## src/rtl/compliance_sig_dump_if.sv

```systemverilog
// Bus bundle for the compliance signature dump device.
// Groups the device (register) port, the host (RAM read) port and the testbench-facing
// streaming outputs. Signal names keep the block's port names so waveforms match the docs.
//   slave  : view of compliance_sig_dump itself
//   master : view of the environment (bus fabric, RAM, testbench)
interface compliance_sig_dump_if;
    // Device port: register access from the bus
    logic        dev_req_i;
    logic        dev_we_i;
    logic [31:0] dev_addr_i;
    logic [3:0]  dev_be_i;
    logic [31:0] dev_wdata_i;
    logic        dev_rvalid_o;
    logic [31:0] dev_rdata_o;
    logic        dev_err_o;
    // Host port: signature reads from RAM
    logic        host_req_o;
    logic        host_gnt_i;
    logic [31:0] host_addr_o;
    logic        host_we_o;
    logic [3:0]  host_be_o;
    logic [31:0] host_wdata_o;
    logic        host_rvalid_i;
    logic [31:0] host_rdata_i;
    logic        host_err_i;
    // Streaming outputs towards the testbench
    logic        sig_valid_o;
    logic [31:0] sig_addr_o;
    logic [31:0] sig_data_o;
    logic        char_valid_o;
    logic [7:0]  char_o;
    logic        test_done_o;

    modport slave (
        input  dev_req_i, dev_we_i, dev_addr_i, dev_be_i, dev_wdata_i,
        output dev_rvalid_o, dev_rdata_o, dev_err_o,
        output host_req_o, host_addr_o, host_we_o, host_be_o, host_wdata_o,
        input  host_gnt_i, host_rvalid_i, host_rdata_i, host_err_i,
        output sig_valid_o, sig_addr_o, sig_data_o, char_valid_o, char_o, test_done_o
    );

    modport master (
        output dev_req_i, dev_we_i, dev_addr_i, dev_be_i, dev_wdata_i,
        input  dev_rvalid_o, dev_rdata_o, dev_err_o,
        input  host_req_o, host_addr_o, host_we_o, host_be_o, host_wdata_o,
        output host_gnt_i, host_rvalid_i, host_rdata_i, host_err_i,
        input  sig_valid_o, sig_addr_o, sig_data_o, char_valid_o, char_o, test_done_o
    );
endinterface

```

## src/rtl/compliance_sig_dump.sv

```systemverilog
// Compliance test-utility device.
// The test program sets SIG_BEGIN/SIG_END, prints characters through PUTC and writes CTRL to
// finish. On the CTRL write the block reads the signature region from RAM one word at a time
// over its host port, streams every word out on sig_*, and then raises test_done_o.
// Ports:
//   clk_i   system clock
//   rst_ni  synchronous active-low reset
//   bus     compliance_sig_dump_if.slave: device port (dev_*), RAM host port (host_*),
//           signature stream (sig_*), character stream (char_*), test_done_o
// Registers (word offset from dev_addr_i[9:2]):
//   0x000 SIG_BEGIN RW, 0x004 SIG_END RW, 0x008 CTRL (W start, R {ovf,err,done}), 0x00C PUTC W
module compliance_sig_dump #(
    parameter int unsigned MaxSigWords = 4096
) (
    input logic                  clk_i,
    input logic                  rst_ni,
    compliance_sig_dump_if.slave bus
);
    localparam int unsigned CntW = $clog2(MaxSigWords) + 1;

    localparam logic [7:0] RegBegin = 8'h00;
    localparam logic [7:0] RegEnd   = 8'h01;
    localparam logic [7:0] RegCtrl  = 8'h02;
    localparam logic [7:0] RegPutc  = 8'h03;

    typedef enum logic [2:0] {StIdle, StReq, StWait, StEmit, StDone} state_e;

    state_e          state_q, state_d;
    logic [31:0]     sig_begin_q, sig_begin_d;
    logic [31:0]     sig_end_q, sig_end_d;
    logic [31:0]     ptr_q, ptr_d;
    logic [31:0]     end_q, end_d;
    logic [31:0]     data_q, data_d;
    logic [CntW-1:0] cnt_q, cnt_d, cnt_inc;
    logic            err_q, err_d;
    logic            ovf_q, ovf_d;
    logic            rvalid_q;
    logic [31:0]     rdata_q, rdata_d;
    logic            rerr_q, rerr_d;
    logic            char_valid_q, char_valid_d;
    logic [7:0]      char_q, char_d;

    logic [7:0]      reg_idx;
    logic            dev_wr, dev_rd;
    logic [31:0]     start_ptr, start_end, ptr_inc;
    logic            unused_addr;

    assign reg_idx     = bus.dev_addr_i[9:2];
    assign dev_wr      = bus.dev_req_i & bus.dev_we_i;
    assign dev_rd      = bus.dev_req_i & ~bus.dev_we_i;
    assign start_ptr   = sig_begin_q & ~32'h3;
    assign start_end   = sig_end_q & ~32'h3;
    assign ptr_inc     = ptr_q + 32'd4;
    assign cnt_inc     = cnt_q + CntW'(1);
    assign unused_addr = ^{bus.dev_addr_i[31:10], bus.dev_addr_i[1:0]};

    function automatic logic [31:0] merge_be(input logic [31:0] old_val,
                                             input logic [31:0] wdata,
                                             input logic [3:0]  be);
        logic [31:0] res;
        res = old_val;
        for (int b = 0; b < 4; b++) begin
            if (be[b]) res[8*b +: 8] = wdata[8*b +: 8];
        end
        return res;
    endfunction

    // Register file, read response and character strobe
    always_comb begin
        sig_begin_d  = sig_begin_q;
        sig_end_d    = sig_end_q;
        rdata_d      = 32'h0;
        rerr_d       = 1'b0;
        char_valid_d = 1'b0;
        char_d       = 8'h0;

        // Bounds are frozen once a dump has started
        if (dev_wr && state_q == StIdle) begin
            if (reg_idx == RegBegin) begin
                sig_begin_d = merge_be(sig_begin_q, bus.dev_wdata_i, bus.dev_be_i);
            end
            if (reg_idx == RegEnd) begin
                sig_end_d = merge_be(sig_end_q, bus.dev_wdata_i, bus.dev_be_i);
            end
        end

        case (reg_idx)
            RegBegin: if (dev_rd) rdata_d = sig_begin_q;
            RegEnd:   if (dev_rd) rdata_d = sig_end_q;
            RegCtrl:  if (dev_rd) rdata_d = {29'd0, ovf_q, err_q, state_q == StDone};
            RegPutc: begin
                if (dev_wr && bus.dev_be_i[0]) begin
                    char_valid_d = 1'b1;
                    char_d       = bus.dev_wdata_i[7:0];
                end
            end
            default:  rerr_d = bus.dev_req_i;
        endcase
    end

    // Dump FSM
    always_comb begin
        state_d = state_q;
        ptr_d   = ptr_q;
        end_d   = end_q;
        cnt_d   = cnt_q;
        data_d  = data_q;
        err_d   = err_q;
        ovf_d   = ovf_q;

        unique case (state_q)
            StIdle: begin
                if (dev_wr && reg_idx == RegCtrl) begin
                    ptr_d   = start_ptr;
                    end_d   = start_end;
                    cnt_d   = '0;
                    state_d = (start_ptr >= start_end) ? StDone : StReq;
                end
            end
            StReq: begin
                if (bus.host_gnt_i) state_d = StWait;
            end
            StWait: begin
                if (bus.host_rvalid_i) begin
                    data_d  = bus.host_rdata_i;
                    err_d   = err_q | bus.host_err_i;
                    state_d = StEmit;
                end
            end
            StEmit: begin
                ptr_d = ptr_inc;
                cnt_d = cnt_inc;
                if (ptr_inc == end_q) begin
                    state_d = StDone;
                end else if (cnt_inc == CntW'(MaxSigWords)) begin
                    ovf_d   = 1'b1;
                    state_d = StDone;
                end else begin
                    state_d = StReq;
                end
            end
            StDone: begin
                state_d = StDone;
            end
            default: state_d = StIdle;
        endcase
    end

    always_ff @(posedge clk_i) begin
        if (!rst_ni) begin
            state_q      <= StIdle;
            sig_begin_q  <= 32'h0;
            sig_end_q    <= 32'h0;
            ptr_q        <= 32'h0;
            end_q        <= 32'h0;
            data_q       <= 32'h0;
            cnt_q        <= '0;
            err_q        <= 1'b0;
            ovf_q        <= 1'b0;
            rvalid_q     <= 1'b0;
            rdata_q      <= 32'h0;
            rerr_q       <= 1'b0;
            char_valid_q <= 1'b0;
            char_q       <= 8'h0;
        end else begin
            state_q      <= state_d;
            sig_begin_q  <= sig_begin_d;
            sig_end_q    <= sig_end_d;
            ptr_q        <= ptr_d;
            end_q        <= end_d;
            data_q       <= data_d;
            cnt_q        <= cnt_d;
            err_q        <= err_d;
            ovf_q        <= ovf_d;
            rvalid_q     <= bus.dev_req_i;
            rdata_q      <= rdata_d;
            rerr_q       <= rerr_d;
            char_valid_q <= char_valid_d;
            char_q       <= char_d;
        end
    end

    assign bus.dev_rvalid_o = rvalid_q;
    assign bus.dev_rdata_o  = rdata_q;
    assign bus.dev_err_o    = rerr_q;

    // Address/data lines are zeroed outside their valid phase to keep idle buses quiet
    assign bus.host_req_o   = (state_q == StReq);
    assign bus.host_addr_o  = (state_q == StReq) ? ptr_q : 32'h0;
    assign bus.host_we_o    = 1'b0;
    assign bus.host_be_o    = 4'hF;
    assign bus.host_wdata_o = 32'h0;

    assign bus.sig_valid_o  = (state_q == StEmit);
    assign bus.sig_addr_o   = (state_q == StEmit) ? ptr_q : 32'h0;
    assign bus.sig_data_o   = (state_q == StEmit) ? data_q : 32'h0;
    assign bus.char_valid_o = char_valid_q;
    assign bus.char_o       = char_q;
    assign bus.test_done_o  = (state_q == StDone);
endmodule

```

## src/flat_wrapper.sv

```systemverilog
// flat-port wrapper written by rule: the top's interface ports become plain ports
module compliance_sig_dump_flat 
#(
    parameter int unsigned MaxSigWords = 4096
)
  (clk_i, rst_ni, bus_dev_req_i, bus_dev_we_i, bus_dev_addr_i, bus_dev_be_i, bus_dev_wdata_i, bus_dev_rvalid_o, bus_dev_rdata_o, bus_dev_err_o, bus_host_req_o, bus_host_addr_o, bus_host_we_o, bus_host_be_o, bus_host_wdata_o, bus_host_gnt_i, bus_host_rvalid_i, bus_host_rdata_i, bus_host_err_i, bus_sig_valid_o, bus_sig_addr_o, bus_sig_data_o, bus_char_valid_o, bus_char_o, bus_test_done_o);
  compliance_sig_dump_if bus_i ();
  input logic clk_i;
  input logic rst_ni;
  input wire logic [$bits(bus_i.dev_req_i)-1:0] bus_dev_req_i;
  input wire logic [$bits(bus_i.dev_we_i)-1:0] bus_dev_we_i;
  input wire logic [$bits(bus_i.dev_addr_i)-1:0] bus_dev_addr_i;
  input wire logic [$bits(bus_i.dev_be_i)-1:0] bus_dev_be_i;
  input wire logic [$bits(bus_i.dev_wdata_i)-1:0] bus_dev_wdata_i;
  output wire logic [$bits(bus_i.dev_rvalid_o)-1:0] bus_dev_rvalid_o;
  output wire logic [$bits(bus_i.dev_rdata_o)-1:0] bus_dev_rdata_o;
  output wire logic [$bits(bus_i.dev_err_o)-1:0] bus_dev_err_o;
  output wire logic [$bits(bus_i.host_req_o)-1:0] bus_host_req_o;
  output wire logic [$bits(bus_i.host_addr_o)-1:0] bus_host_addr_o;
  output wire logic [$bits(bus_i.host_we_o)-1:0] bus_host_we_o;
  output wire logic [$bits(bus_i.host_be_o)-1:0] bus_host_be_o;
  output wire logic [$bits(bus_i.host_wdata_o)-1:0] bus_host_wdata_o;
  input wire logic [$bits(bus_i.host_gnt_i)-1:0] bus_host_gnt_i;
  input wire logic [$bits(bus_i.host_rvalid_i)-1:0] bus_host_rvalid_i;
  input wire logic [$bits(bus_i.host_rdata_i)-1:0] bus_host_rdata_i;
  input wire logic [$bits(bus_i.host_err_i)-1:0] bus_host_err_i;
  output wire logic [$bits(bus_i.sig_valid_o)-1:0] bus_sig_valid_o;
  output wire logic [$bits(bus_i.sig_addr_o)-1:0] bus_sig_addr_o;
  output wire logic [$bits(bus_i.sig_data_o)-1:0] bus_sig_data_o;
  output wire logic [$bits(bus_i.char_valid_o)-1:0] bus_char_valid_o;
  output wire logic [$bits(bus_i.char_o)-1:0] bus_char_o;
  output wire logic [$bits(bus_i.test_done_o)-1:0] bus_test_done_o;
  assign bus_i.dev_req_i = bus_dev_req_i;
  assign bus_i.dev_we_i = bus_dev_we_i;
  assign bus_i.dev_addr_i = bus_dev_addr_i;
  assign bus_i.dev_be_i = bus_dev_be_i;
  assign bus_i.dev_wdata_i = bus_dev_wdata_i;
  assign bus_dev_rvalid_o = bus_i.dev_rvalid_o;
  assign bus_dev_rdata_o = bus_i.dev_rdata_o;
  assign bus_dev_err_o = bus_i.dev_err_o;
  assign bus_host_req_o = bus_i.host_req_o;
  assign bus_host_addr_o = bus_i.host_addr_o;
  assign bus_host_we_o = bus_i.host_we_o;
  assign bus_host_be_o = bus_i.host_be_o;
  assign bus_host_wdata_o = bus_i.host_wdata_o;
  assign bus_i.host_gnt_i = bus_host_gnt_i;
  assign bus_i.host_rvalid_i = bus_host_rvalid_i;
  assign bus_i.host_rdata_i = bus_host_rdata_i;
  assign bus_i.host_err_i = bus_host_err_i;
  assign bus_sig_valid_o = bus_i.sig_valid_o;
  assign bus_sig_addr_o = bus_i.sig_addr_o;
  assign bus_sig_data_o = bus_i.sig_data_o;
  assign bus_char_valid_o = bus_i.char_valid_o;
  assign bus_char_o = bus_i.char_o;
  assign bus_test_done_o = bus_i.test_done_o;
  compliance_sig_dump #(.MaxSigWords(MaxSigWords)) u_core (.clk_i(clk_i), .rst_ni(rst_ni), .bus(bus_i));
endmodule
```

## config.mk

```make
export PLATFORM = sky130hd
export DESIGN_NAME = compliance_sig_dump_flat
export DESIGN_NICKNAME = d
export VERILOG_FILES = /design/src/rtl/compliance_sig_dump_if.sv /design/src/rtl/compliance_sig_dump.sv /design/src/flat_wrapper.sv
export SDC_FILE = /design/constraint.sdc
export NUM_CORES = 1
export LEC_CHECK = 0
export ABC_AREA = 1
export CAP_MARGIN = 30
export CORE_ASPECT_RATIO = 1.5
export CORE_MARGIN = 3
export CORE_UTILIZATION = 41
export CTS_CLUSTER_DIAMETER = 150
export DETAILED_ROUTE_END_ITERATION = 8
export PLACE_DENSITY = 0.69
export SYNTH_ARGS = -nofsm -noshare
export SYNTH_HDL_FRONTEND = slang
export SYNTH_SLANG_ARGS = --single-unit
export TNS_END_PERCENT = 10
```

## constraint.sdc

```tcl
create_clock -name clk_i -period 4.4 [get_ports clk_i]
set_input_delay 0.44 -clock clk_i [delete_from_list [all_inputs] [get_ports clk_i]]
set_output_delay 0.44 -clock clk_i [all_outputs]
set_load 0.02 [all_outputs]
```

# After elaboration in Yosys (flattened, before gate mapping)
# Index checks and enable logic that the tools add are counted.
dict set report word_totals {
  regBits 219
  mem_count 0
  input_bits 107
  elab_cells 82
  mem_bits_rw 0
  latch_bits 0
  out_inout_bits 179
  mem_bits_ro 0
}
dict set report op_classes {
  eq_ne 12
  div 0
  magnitude_cmp 1
  add_sub_neg 2
  n_reduce_logical 22
  n_shift 0
  multipliers 0
  bitwise_logic 6
  muxes 19
}
# cell n
set ops {}
lappend ops {{$mux 32} 6}
lappend ops {{$pmux 32 s3} 1}
lappend ops {{$pmux 32 s2} 1}
lappend ops {{$reduce_and 3->1} 11}
lappend ops {{$add 32x3->32 const B} 1}
lappend ops {{$eq 32x32->1} 1}
lappend ops {{$ge 32x32->1} 1}
lappend ops {{$pmux 13 s2} 1}
lappend ops {{$mux 3} 7}
lappend ops {{$eq 8x2->1 const B} 2}
lappend ops {{$pmux 3 s5} 1}
lappend ops {{$add 13x1->13 const B} 1}
lappend ops {{$eq 13x13->1 const B} 1}
lappend ops {{$mux 13} 1}
lappend ops {{$eq 8x1->1 const B} 1}
lappend ops {{$logic_not 8->1} 1}
lappend ops {{$reduce_and 2->1} 4}
lappend ops {{$eq 3x2->1 const B} 2}
lappend ops {{$reduce_or 5->1} 1}
lappend ops {{$ne 2x2->1 const B} 2}
lappend ops {{$eq 3x1->1 const B} 1}
lappend ops {{$eq 3x3->1 const B} 1}
lappend ops {{$logic_and 1x1->1} 3}
lappend ops {{$logic_not 3->1} 1}
lappend ops {{other kinds (6)} 9}

# Longest topological paths before layout
# Gate-level depths: netlist (run 1).
dict set report depth {
  ltp_word 5
  mapped_depth 19
  ltp_nobuf 19
}

# Worst setup path after synthesis (run 1)
# No wires, ideal clock.
dict set report synth_path {
  path_kind {flip-flop to output port}
  from {register u_core.state_q[0]}
  to {output port bus_host_addr_o[10]}
  path_slack_ps 2337
  arrival_ps 1623
  n_path_buf 1
  stages_incl_launch_ff 6
  required_ps 3960
  path_cell_list {dfxtp_1 > inv_1 > nor3_1 > inv_1 > clkbuf_1 > nor2_1}
}
dict set report synth_via {
  elab_chain_len 2
}
# item line
set synth_rtl {}
lappend synth_rtl {{from (decl)} compliance_sig_dump.sv:28} ;# state_e state_q, state_d;
lappend synth_rtl {{from (signal assigned)} compliance_sig_dump.sv:151} ;# state_q <= StIdle;
lappend synth_rtl {{from (signal assigned)} compliance_sig_dump.sv:166} ;# state_q <= state_d;
lappend synth_rtl {{$eq 3x1->1} --}
lappend synth_rtl {{net bus_host_req_o} flat_wrapper.sv:18} ;# output wire logic [$bits(bus_i.host_req_o)-1:0] bus_host_req_o;
lappend synth_rtl {{$mux 32} compliance_sig_dump.sv:189} ;# assign bus.host_addr_o = (state_q == StReq) ? ptr_q : 32'h0;
lappend synth_rtl {{to (decl)} flat_wrapper.sv:19} ;# output wire logic [$bits(bus_i.host_addr_o)-1:0] bus_host_addr_o;
# The timed path passes the listed nets, and every way through them passes these cells.

# Worst setup path in the final report (run 1)
dict set report layout_path {
  from {register u_core.state_q[2]}
  to {output port bus_sig_addr_o[9]}
}
dict set report layout_via {
  elab_chain_len 2
}
# item line
set layout_rtl {}
lappend layout_rtl {{$eq 3x2->1} compliance_sig_dump.sv:195} ;# assign bus.sig_addr_o = (state_q == StEmit) ? ptr_q : 32'h0;
lappend layout_rtl {{$mux 32} compliance_sig_dump.sv:195}
lappend layout_rtl {{to (decl)} flat_wrapper.sv:28} ;# output wire logic [$bits(bus_i.sig_addr_o)-1:0] bus_sig_addr_o;
# No other way between the ends.

==> results of run 1 <==
-- metal layers --
metal | vias up | share of wire (%) | wire length, um | GRT usage [%]
met5 | - | 0 | 0 | 0
met4 | 0 | 3.5 | 1160 | 8.01
met3 | 69 | 5.6 | 1840 | 1.94
met2 | 362 | 52 | 17100 | 39.7
met1 | 4914 | 39 | 13000 | 26.2
li1 | 5459 | - | - | -
-- synth_stat cells, drive strengths merged, types with 14 or more instances --
library cell / number
nand2: 334
nor2: 219
dfxtp: 217
a21oi: 192
inv: 186
o21ai: 141
nand3: 65
buf: 60
clkbuf: 49
ha: 33
a31oi: 16
xor2: 14
-- state kept, by name, indices dropped and copies added, names as in the netlist --
register / count
u_core.sig_begin_q: 32
u_core.state_q: 3
u_core.ptr_q: 30
u_core.bus.dev_rdata_o: 32
u_core.ovf_q: 1
u_core.bus.dev_rvalid_o: 1
u_core.cnt_q: 13
u_core.end_q: 30
u_core.sig_end_q: 32
u_core.bus.char_o: 8
u_core.bus.dev_err_o: 1
u_core.data_q: 32
u_core.err_q: 1
u_core.bus.char_valid_o: 1
-- cell families after synthesis --
logic type                 count (synthesis)  synth area share, %
and+or+nand+nor                          653                 24.8
AOI/OAI and AO/OA                        374                 17.8
buffers and inverters                    296                 11.7
DFF                                      217                 39.7
adders and majority gates                 33                 3.77
xor gates and xnor gates                  22                 2.15
other                                      2               0.0686
-- critical path, stage by stage, from the launching register on --
cell	delay (ns)
dfxtp_1	0.44
nor3_2	0.09
inv_2	0.69
buf_4	0.44
nor2_1	0.08
clkdlybuf4s50_1	0.54
-- power groups by stage --
stage	sequential (W)	combinational (W)	clock [W]
floorplan	0.00208	0.000230	0
CTS	0.00204	0.000336	0.00197
global placement	0.00208	0.000329	0
detailed placement	0.00208	0.000334	0
global route	0.00204	0.000375	0.00205
finish	0.00204	0.000337	0.00192
-- path summary, 6_finish.rpt --
check        slack (ns)                      startpoint                             end
max                1.13  u_core.state_q[2]$_SDFFE_PN0P_               bus_sig_addr_o[9]
min reg2reg        0.45   u_core.data_q[0]$_SDFFE_PN0P_   u_core.data_q[0]$_SDFFE_PN0P_
min                0.42                          rst_ni  u_core.data_q[22]$_SDFFE_PN0P_
max reg2reg        1.81    u_core.ptr_q[2]$_SDFFE_PN0P_  u_core.state_q[2]$_SDFFE_PN0P_
-- cell type report --
type                            count  area, um2
Fill cell                        2502      12000
Clock buffer                       28        623
Tap cell                          333        417
Inverter                          187        702
Sequential cell                   217       4340
Multi-Input combinational cell   1123       5490
Clock inverter                     12        125
Timing Repair Buffer              235       2310
-- stage by stage --
stage,utilization (%),std cells
after CTS,53.8,2135
final,53.8,2135
after floorplan,-,1636
after global placement,51.0,2095
after global routing,53.8,2135
after detailed placement,51.0,2095
==> flow_summary_export.csv, run 1 <==
group,metric,value,unit
drt,drt_iter0_drc,698,
drt,first_pass_iters,5,
pwr,pwr-share-clk,44.7,%
run,drv_cap,0,
sta,slew_headroom,36.8,%
pwr,power_density,307,nW/um2
hold_path,hold_path_depth,3,
final_layout,finalInstanceArea,14000,um2
die,initial_core_util,42.1,%
drt,drc,0,
sta,post-route-min-period,3.27,ns
synth,synth-main-ff-cell,"dfxtp_1",
synth,ys_types,43,
synth,avgSynthCellArea,6.86,um2
placement,placed_area,13300,um2
final_layout,antennaDiodeCount,0,
final_layout,final_cell_mix,"330 x nand2_1, 219 x clkdlybuf4s50_1, 217 x dfxtp_1",
worst_setup_path,r2r_cells,17,
sta,setup_violations,0,
pwr,p_leak,5.16,nW
die,num_rows,72,
placement,preCtsSetupSlack,1.39,ns
clock_network,cts.sinks,217,
pwr,p_comb_share,7.8,%
worst_setup_path,cp.arrival,2.83,ns
pwr,power,0.00430,W
sta,min_period_over_period,74.3,%
synth,yosys.area.top_type_share,39.7,%
pwr,p_seq_share,47.5,%
synth,synth-seq-cells,217,
clock_network,cts-resized-gates,0,
worst_setup_path,cp-start-kind,"register",
sta,layout_setup_ws,1.13,ns
synth,synth-seq-area-share,39.7,%
clock_network,cts_max_level,1,
worst_setup_path,setup.worst_path.class,"register to output pin",
drt,postRouteAntennaNets,0,
pwr,vdd_drop_max,299,uV
die,die_x,139,um
die,die_h,206,um
run_status,status,"finished, final reports clean",
sta,hold_ws,0.424,ns
clock_network,clockBufferDepth,3,
final_layout,final_nets,1926,
global_routing,grt_pass1_vias,9951,
synth,yosys_warnings,0,
die,coreArea,26000,um2
clock_network,cts_buffers,22,
clock_network,clkLatencyLatePin,0.51,ns
final_layout,syn2layout_area_growth,27.9,%
pwr,power.switching,0.00103,W
drt,via_per_inst,5.06,
synth,synth_edf_count,0,
final_layout,layout.cells.most_common,"nand2_1",
pwr,intPower,0.00327,W
synth,synth.cell_area,11000,um2
placement,io_buffer_count,220,
sta,worst_pin_slew,0.947,ns
global_routing,grt_max_degree,95,
clock_network,cts_tree,"yes",
synth,synth.area.top_cells,"dfxtp_1 40%, nand2_1 11%, a21oi_1 8.8%",
worst_setup_path,cp_max_fo,51,
sta,tns,0,ns
global_routing,track_usage,21.6,%
placement,dp_hpwl,24400,um
clock_network,cts.clk_slew.worst_paths,0.06,ns
clock_network,cts_hold_buffers,0,
die,io_pins,286,
hold_path,hold_class,"primary input to register",
global_routing,overflow,0,
sta,rsz0062_at_grt,"false",
synth,yosysTopAreaCell,"dfxtp_1",
sta,finalMaxSlewViolations,0,
placement,gp_congestion,0.911,
clock_network,post-cts-setup-buffer-count,0,
sta,clock_skew,0.0122,ns
sta,clock.fmax,0.306,GHz
die,dieArea,28800,um2
drt,wl_per_cell,15.5,um
drt,via_count,10800,
global_routing,grt_pass1_wl,51300,um
synth,ys_async_sr_fraction,0,%
global_routing,antenna_found_initial,0,
clock_network,cts_root_buf,"clkbuf_16",
sta,hold_viol_final,0,
final_layout,drive_above_1_share,4.77,%
synth,syn_inst,1597,
worst_setup_path,end_kind,"output pin",
worst_setup_path,critPathRequiredTime,3.96,ns
drt,wirelength,33100,um
pwr,p_sw_share,23.9,%
Note: power is estimated with default switching activity, not from simulation.
==> run 2, diff against run 1 <==
==> constraint.sdc (replaced) <==
create_clock -name clk_i -period 3.2 [get_ports clk_i]
set_input_delay 0.32 -clock clk_i [delete_from_list [all_inputs] [get_ports clk_i]]
set_output_delay 0.32 -clock clk_i [all_outputs]
set_load 0.02 [all_outputs]
==> run 2 against run 1 <==
Net effect:
- flip-flop and latch count is the same
- total power grew 43%
- sequential power grew 37%
- global-route usage grew 0.14 points
- non-clock buffer count grew 3
- highest routed layer unchanged
==> flow_summary_export.csv, run 2 (synthesis gave the netlist of run 1 again) <==
group,metric,value,unit
worst_setup_path,crit_chain,"inv_1 > nor3_2 > inv_2 > buf_4 > nor2_1 > clkdlybuf4s50_1",
sta,setup_violations,0,
global_routing,grt_pass1_vias,10000,
clock_network,clkLatencyLatePin,0.53,ns
drt,wl_per_cell,15.6,um
clock_network,cts_root_buf,"clkbuf_16",
sta,layout_setup_ws,0.410,ns
worst_setup_path,end_kind,"output pin",
worst_setup_path,setup.worst_path.class,"register to output pin",
worst_setup_path,critPathTopFamily,"buffers and inverters",
pwr,p_sw_share,23.6,%
worst_setup_path,cp-start-kind,"register",
run_status,status,"finished, final reports clean",
placement,dp_hpwl,24600,um
global_routing,met3_usage,1.76,%
sta,rsz0062_at_grt,"false",
clock_network,cts_max_level,1,
drt,drt_iter0_drc,667,
worst_setup_path,critPathSlowestCell,"clkdlybuf4s50_1",
final_layout,final_cells,2138,
drt,wirelength,33300,um
sta,min_period_over_period,87.2,%
pwr,p_leak,5.19,nW
global_routing,grt_pass1_wl,51600,um
run,drv_cap,0,
final_layout,n_fill_cell,2541,
sta,tns,0,ns
sta,clock.fmax,0.358,GHz
final_layout,syn2layout_area_growth,29.0,%
worst_setup_path,slowest_delay,0.63,ns
clock_network,clockBufferDepth,3,
die,num_rows,72,
clock_network,cts-resized-gates,0,
drt,first_pass_iters,5,
sta,clock_skew,0.0255,ns
sta,hold_ws,0.329,ns
sta,worst_pin_slew,0.759,ns
pwr,p_seq_share,45.5,%
placement,preCtsSetupSlack,0.583,ns
worst_setup_path,cp_max_fo,30,
placement,dp.cells,2098,
final_layout,final_nets,1929,
clock_network,cts_tree,"yes",
worst_setup_path,path_buf_inv,4,
sta,finalMaxSlewViolations,0,
hold_path,hold_class,"primary input to register",
die,die_x,139,um
die,io_pins,286,
worst_setup_path,cp.arrival,2.47,ns
sta,post-route-min-period,2.79,ns
global_routing,grt_max_degree,79,
hold_path,hold_path_depth,3,
die,initial_core_util,42.1,%
placement,io_buffer_count,220,
final_layout,final_cell_mix,"330 x nand2_1, 219 x clkdlybuf4s50_1, 217 x dfxtp_1",
clock_network,cts_buffers,22,
pwr,intPower,0.00470,W
global_routing,grt_busiest_layer,"met2",
sta,hold_viol_final,0,
drt,drc,0,
die,dieArea,28800,um2
die,die_h,206,um
final_layout,fin_util,54.3,%
final_layout,drive_above_1_share,4.88,%
pwr,pwr-share-clk,46.9,%
drt,via_count,10800,
global_routing,grt_use_met2,40.4,%
worst_setup_path,critPathRequiredTime,2.88,ns
clock_network,cts_hold_buffers,0,
pwr,power_density,436,nW/um2
pwr,p_comb_share,7.5,%
final_layout,layout.cells.most_common,"nand2_1",
clock_network,post-cts-setup-buffer-count,0,
sta,slew_headroom,49.3,%
drt,postRouteAntennaNets,0,
die,coreArea,26000,um2
drt,via_per_inst,5.07,
clock_network,cts.sinks,217,
worst_setup_path,r2r_cells,13,
pwr,vdd_drop_max,416,uV
final_layout,antennaDiodeCount,0,
global_routing,grt_use_met1,26.2,%
pwr,power.switching,0.00146,W
clock_network,cts.clk_slew.worst_paths,0.07,ns
global_routing,track_usage,21.8,%
global_routing,antenna_found_initial,0,
worst_setup_path,cp_num_cells,6,
placement,gp_congestion,0.926,
global_routing,overflow,0,
[run 2: changes by cell type in the layout (fill, tap and decap cells not counted)]
cell,previous run,this run
clkinvlp_4,0,4
buf_12,0,2
clkbuf_1,1,2
clkinv_2,8,2
buf_4,16,17
bufinv_16,2,5
clkbuf_8,5,3
[run 2: metrics by stage]
stage          total power, W  instance area [um2]
6_report              0.00616                14100
5_1_grt               0.00637                14100
4_1_cts               0.00621                14100
3_5_place_dp          0.00332                13300
3_3_place_gp          0.00332                13300
2_1_floorplan         0.00317                11100
[run 2: final timing paths]
path	startpoint	end	slack, ns
worst max register to register	u_core.cnt_q[0]$_SDFFE_PN0P_	u_core.state_q[0]$_SDFFE_PN0P_	0.64
worst max-delay path	u_core.state_q[0]$_SDFFE_PN0P_	bus_sig_data_o[1]	0.41
worst min register to register	u_core.data_q[23]$_SDFFE_PN0P_	u_core.data_q[23]$_SDFFE_PN0P_	0.45
worst min-delay path	rst_ni	u_core.sig_begin_q[25]$_SDFFE_PN0P_	0.33
[run 2: cell type report]
class	instances	area (um2)	area share (%)
clock buffers	27	599	4.24
clock inverters	13	215	1.52
inverters	187	702	4.97
multi-input cells	1123	5490	38.9
flip-flops and latches	217	4340	30.8
well taps	333	417	2.95
repair buffers	238	2360	16.7
[run 2: metal layers]
| layer | vias up | routed length (um) |
|---|---|---|
| li1 | 5461 | - |
| met1 | 4970 | 13200 |
| met2 | 347 | 17300 |
| met3 | 60 | 1730 |
| met4 | 0 | 1030 |
| met5 | - | 0 |
[run 2: worst min-delay path, cell delays in order]
cell	delay [ns]
buf_4	0.27
o21ai_0	0.15
nor2_1	0.05
[run 2: power by group through the flow]
stage / clock network (W) / logic, W / registers (W)
detailed placement: 0 / 0.000461 / 0.00286
global placement: 0 / 0.000455 / 0.00286
CTS: 0.00294 / 0.000463 / 0.00280
floorplan: 0 / 0.000317 / 0.00286
global route: 0.00304 / 0.000517 / 0.00281
finish: 0.00289 / 0.000464 / 0.00280
==> run 3, diff against run 2 <==
--- a/config.mk
+++ b/config.mk
@@ -9,10 +9,10 @@
 export CAP_MARGIN = 30
 export CORE_ASPECT_RATIO = 1.5
 export CORE_MARGIN = 3
-export CORE_UTILIZATION = 41
+export CORE_UTILIZATION = 25
 export CTS_CLUSTER_DIAMETER = 150
 export DETAILED_ROUTE_END_ITERATION = 8
-export PLACE_DENSITY = 0.69
+export SKIP_LAST_GASP = 1
 export SYNTH_ARGS = -nofsm -noshare
 export SYNTH_HDL_FRONTEND = slang
 export SYNTH_SLANG_ARGS = --single-unit
==> run 3 against run 2 <==
Net effect:
- count of clock-buffer cells in the layout is 7 higher
- fmax is 7.0% lower
- global-route usage is 6.4 points lower
- total power is 0.14% lower
- worst setup slack worse by 0.21 ns
- highest routed layer unchanged
- non-clock buffer count is 2 lower
- wire length is 11% higher
- die area is 61% higher
- critical path type unchanged
- clock power hardly changed
==> flow_summary_export.csv, run 3 (synthesis gave the netlist of run 1 again) <==
group,metric,value,unit
drt,drt_iter0_drc,626,
die,coreArea,43200,um2
worst_setup_path,crit_chain,"inv_1 > nor3_1 > inv_1 > buf_4 > nor2_1 > clkdlybuf4s50_1",
die,die_h,262,um
final_layout,final_cells,2377,
global_routing,track_usage,15.4,%
worst_setup_path,end_kind,"output pin",
final_layout,finalInstanceArea,14400,um2
placement,io_buffer_count,220,
sta,rsz0062_at_grt,"false",
worst_setup_path,cpMostUsedCell,"inv_1",
clock_network,cts_buffers,24,
clock_network,cts_max_level,1,
hold_path,hold_class,"primary input to register",
drt,drc,0,
worst_setup_path,setup.worst_path.class,"register to output pin",
die,die_x,177,um
final_layout,fin_util,33.4,%
final_layout,drive_above_1_share,4.65,%
final_layout,multi_input_area,5490,um2
clock_network,post-cts-setup-buffer-count,0,
clock_network,cts.clk_slew.worst_paths,0.06,ns
sta,clock_skew,0.0262,ns
clock_network,cts_root_buf,"clkbuf_16",
global_routing,antenna_found_initial,2,
drt,via_per_inst,4.55,
sta,setup_violations,0,
pwr,pwr-share-clk,46.8,%
drt,first_pass_iters,5,
pwr,power.switching,0.00148,W
die,dieArea,46400,um2
die,io_pins,286,
global_routing,overflow,0,
placement,dp.cells,2333,
drt,postRouteAntennaNets,0,
sta,clock.fmax,0.333,GHz
clock_network,cts_hold_buffers,0,
final_layout,final_cell_mix,"330 x nand2_1, 219 x clkdlybuf4s50_1, 217 x dfxtp_1",
final_layout,n_fill_cell,4531,
drt,wirelength,36800,um
final_layout,seqCellArea,4340,um2
pwr,power,0.00615,W
drt,via_count,10800,
clock_network,cts_tree,"yes",
placement,gp_congestion,0.883,
pwr,p_leak,5.20,nW
sta,worst_pin_slew,0.760,ns
worst_setup_path,critPathSlowestCell,"clkdlybuf4s50_1",
worst_setup_path,critPathRequiredTime,2.88,ns
worst_setup_path,cp-start-kind,"register",
sta,post-route-min-period,3.00,ns
sta,hold_viol_final,0,
clock_network,cts.sinks,217,
clock_network,clockBufferDepth,3,
sta,tns,0,ns
run,drv_cap,0,
clock_network,clkLatencyLatePin,0.54,ns
global_routing,grt_pass1_wl,57600,um
global_routing,grt_max_degree,80,
placement,placed_area,13600,um2
clock_network,cts-resized-gates,0,
die,num_rows,93,
worst_setup_path,slowest_delay,0.61,ns
pwr,p_comb_share,7.7,%
final_layout,layout.cells.most_common,"nand2_1",
sta,min_period_over_period,93.7,%
drt,wl_per_cell,15.5,um
final_layout,syn2layout_area_growth,31.5,%
placement,dp_hpwl,28300,um
sta,slew_headroom,49.3,%
pwr,vdd_drop_max,313,uV
pwr,p_seq_share,45.6,%
run_status,status,"finished, final reports clean",
final_layout,final_nets,1929,
worst_setup_path,cp_max_fo,23,
pwr,p_sw_share,24.0,%
worst_setup_path,cp.arrival,2.68,ns
die,initial_core_util,25.4,%
sta,finalMaxSlewViolations,0,
global_routing,grt_pass1_vias,10500,
pwr,power_density,427,nW/um2
pwr,intPower,0.00468,W
[run 3: per-layer routing]
metal,up-vias,track usage (%),routed length (um)
met5,-,0,0
met4,0,7.86,1900
met3,77,1.86,1520
met2,304,27.7,18700
met1,4974,17.7,14700
li1,5470,-,-
[run 3: through the flow]
step | hold slack (ns) | setup slack, ns
after detailed placement | 0.446 | 0.408
after CTS | 0.260 | 0.163
after global routing | 0.306 | 0.00835
after global placement | 0.439 | 0.433
after floorplan | 0.430 | 1.22
final | 0.291 | 0.201
[run 3: path summary, 6_finish.rpt]
path	from	endpoint	slack, ns	depth (start not counted)
max	u_core.state_q[0]$_SDFFE_PN0P_	bus_host_addr_o[18]	0.20	6
min	rst_ni	u_core.sig_begin_q[30]$_SDFFE_PN0P_	0.29	3
max reg2reg	u_core.ptr_q[2]$_SDFFE_PN0P_	u_core.state_q[0]$_SDFFE_PN0P_	0.62	18
min reg2reg	u_core.data_q[21]$_SDFFE_PN0P_	u_core.data_q[21]$_SDFFE_PN0P_	0.45	2
[run 3: worst max-delay path: cells and delay by family (launching register included)]
family | cells | cell delay, ns
buffers and inverters | 4 | 1.38
and+or+nand+nor | 2 | 0.38
DFF | 1 | 0.37
[run 3: power by group through the flow]
stage	combinational (W)	sequential [W]	clock [W]
2_1_floorplan	0.000317	0.00286	0
3_3_place_gp	0.000461	0.00286	0
3_5_place_dp	0.000471	0.00286	0
4_1_cts	0.000473	0.00280	0.00294
5_1_grt	0.000526	0.00281	0.00306
6_report	0.000471	0.00280	0.00288
[run 3: layout make-up]
type | count | share of cell area, %
repair buffers | 236 | 16.3
multi-input cells | 1123 | 38.1
flip-flops and latches | 217 | 30.1
clock buffers | 34 | 4.71
clock inverters | 8 | 0.929
well taps | 570 | 4.95
diodes | 2 | 0.0347
inverters | 187 | 4.87
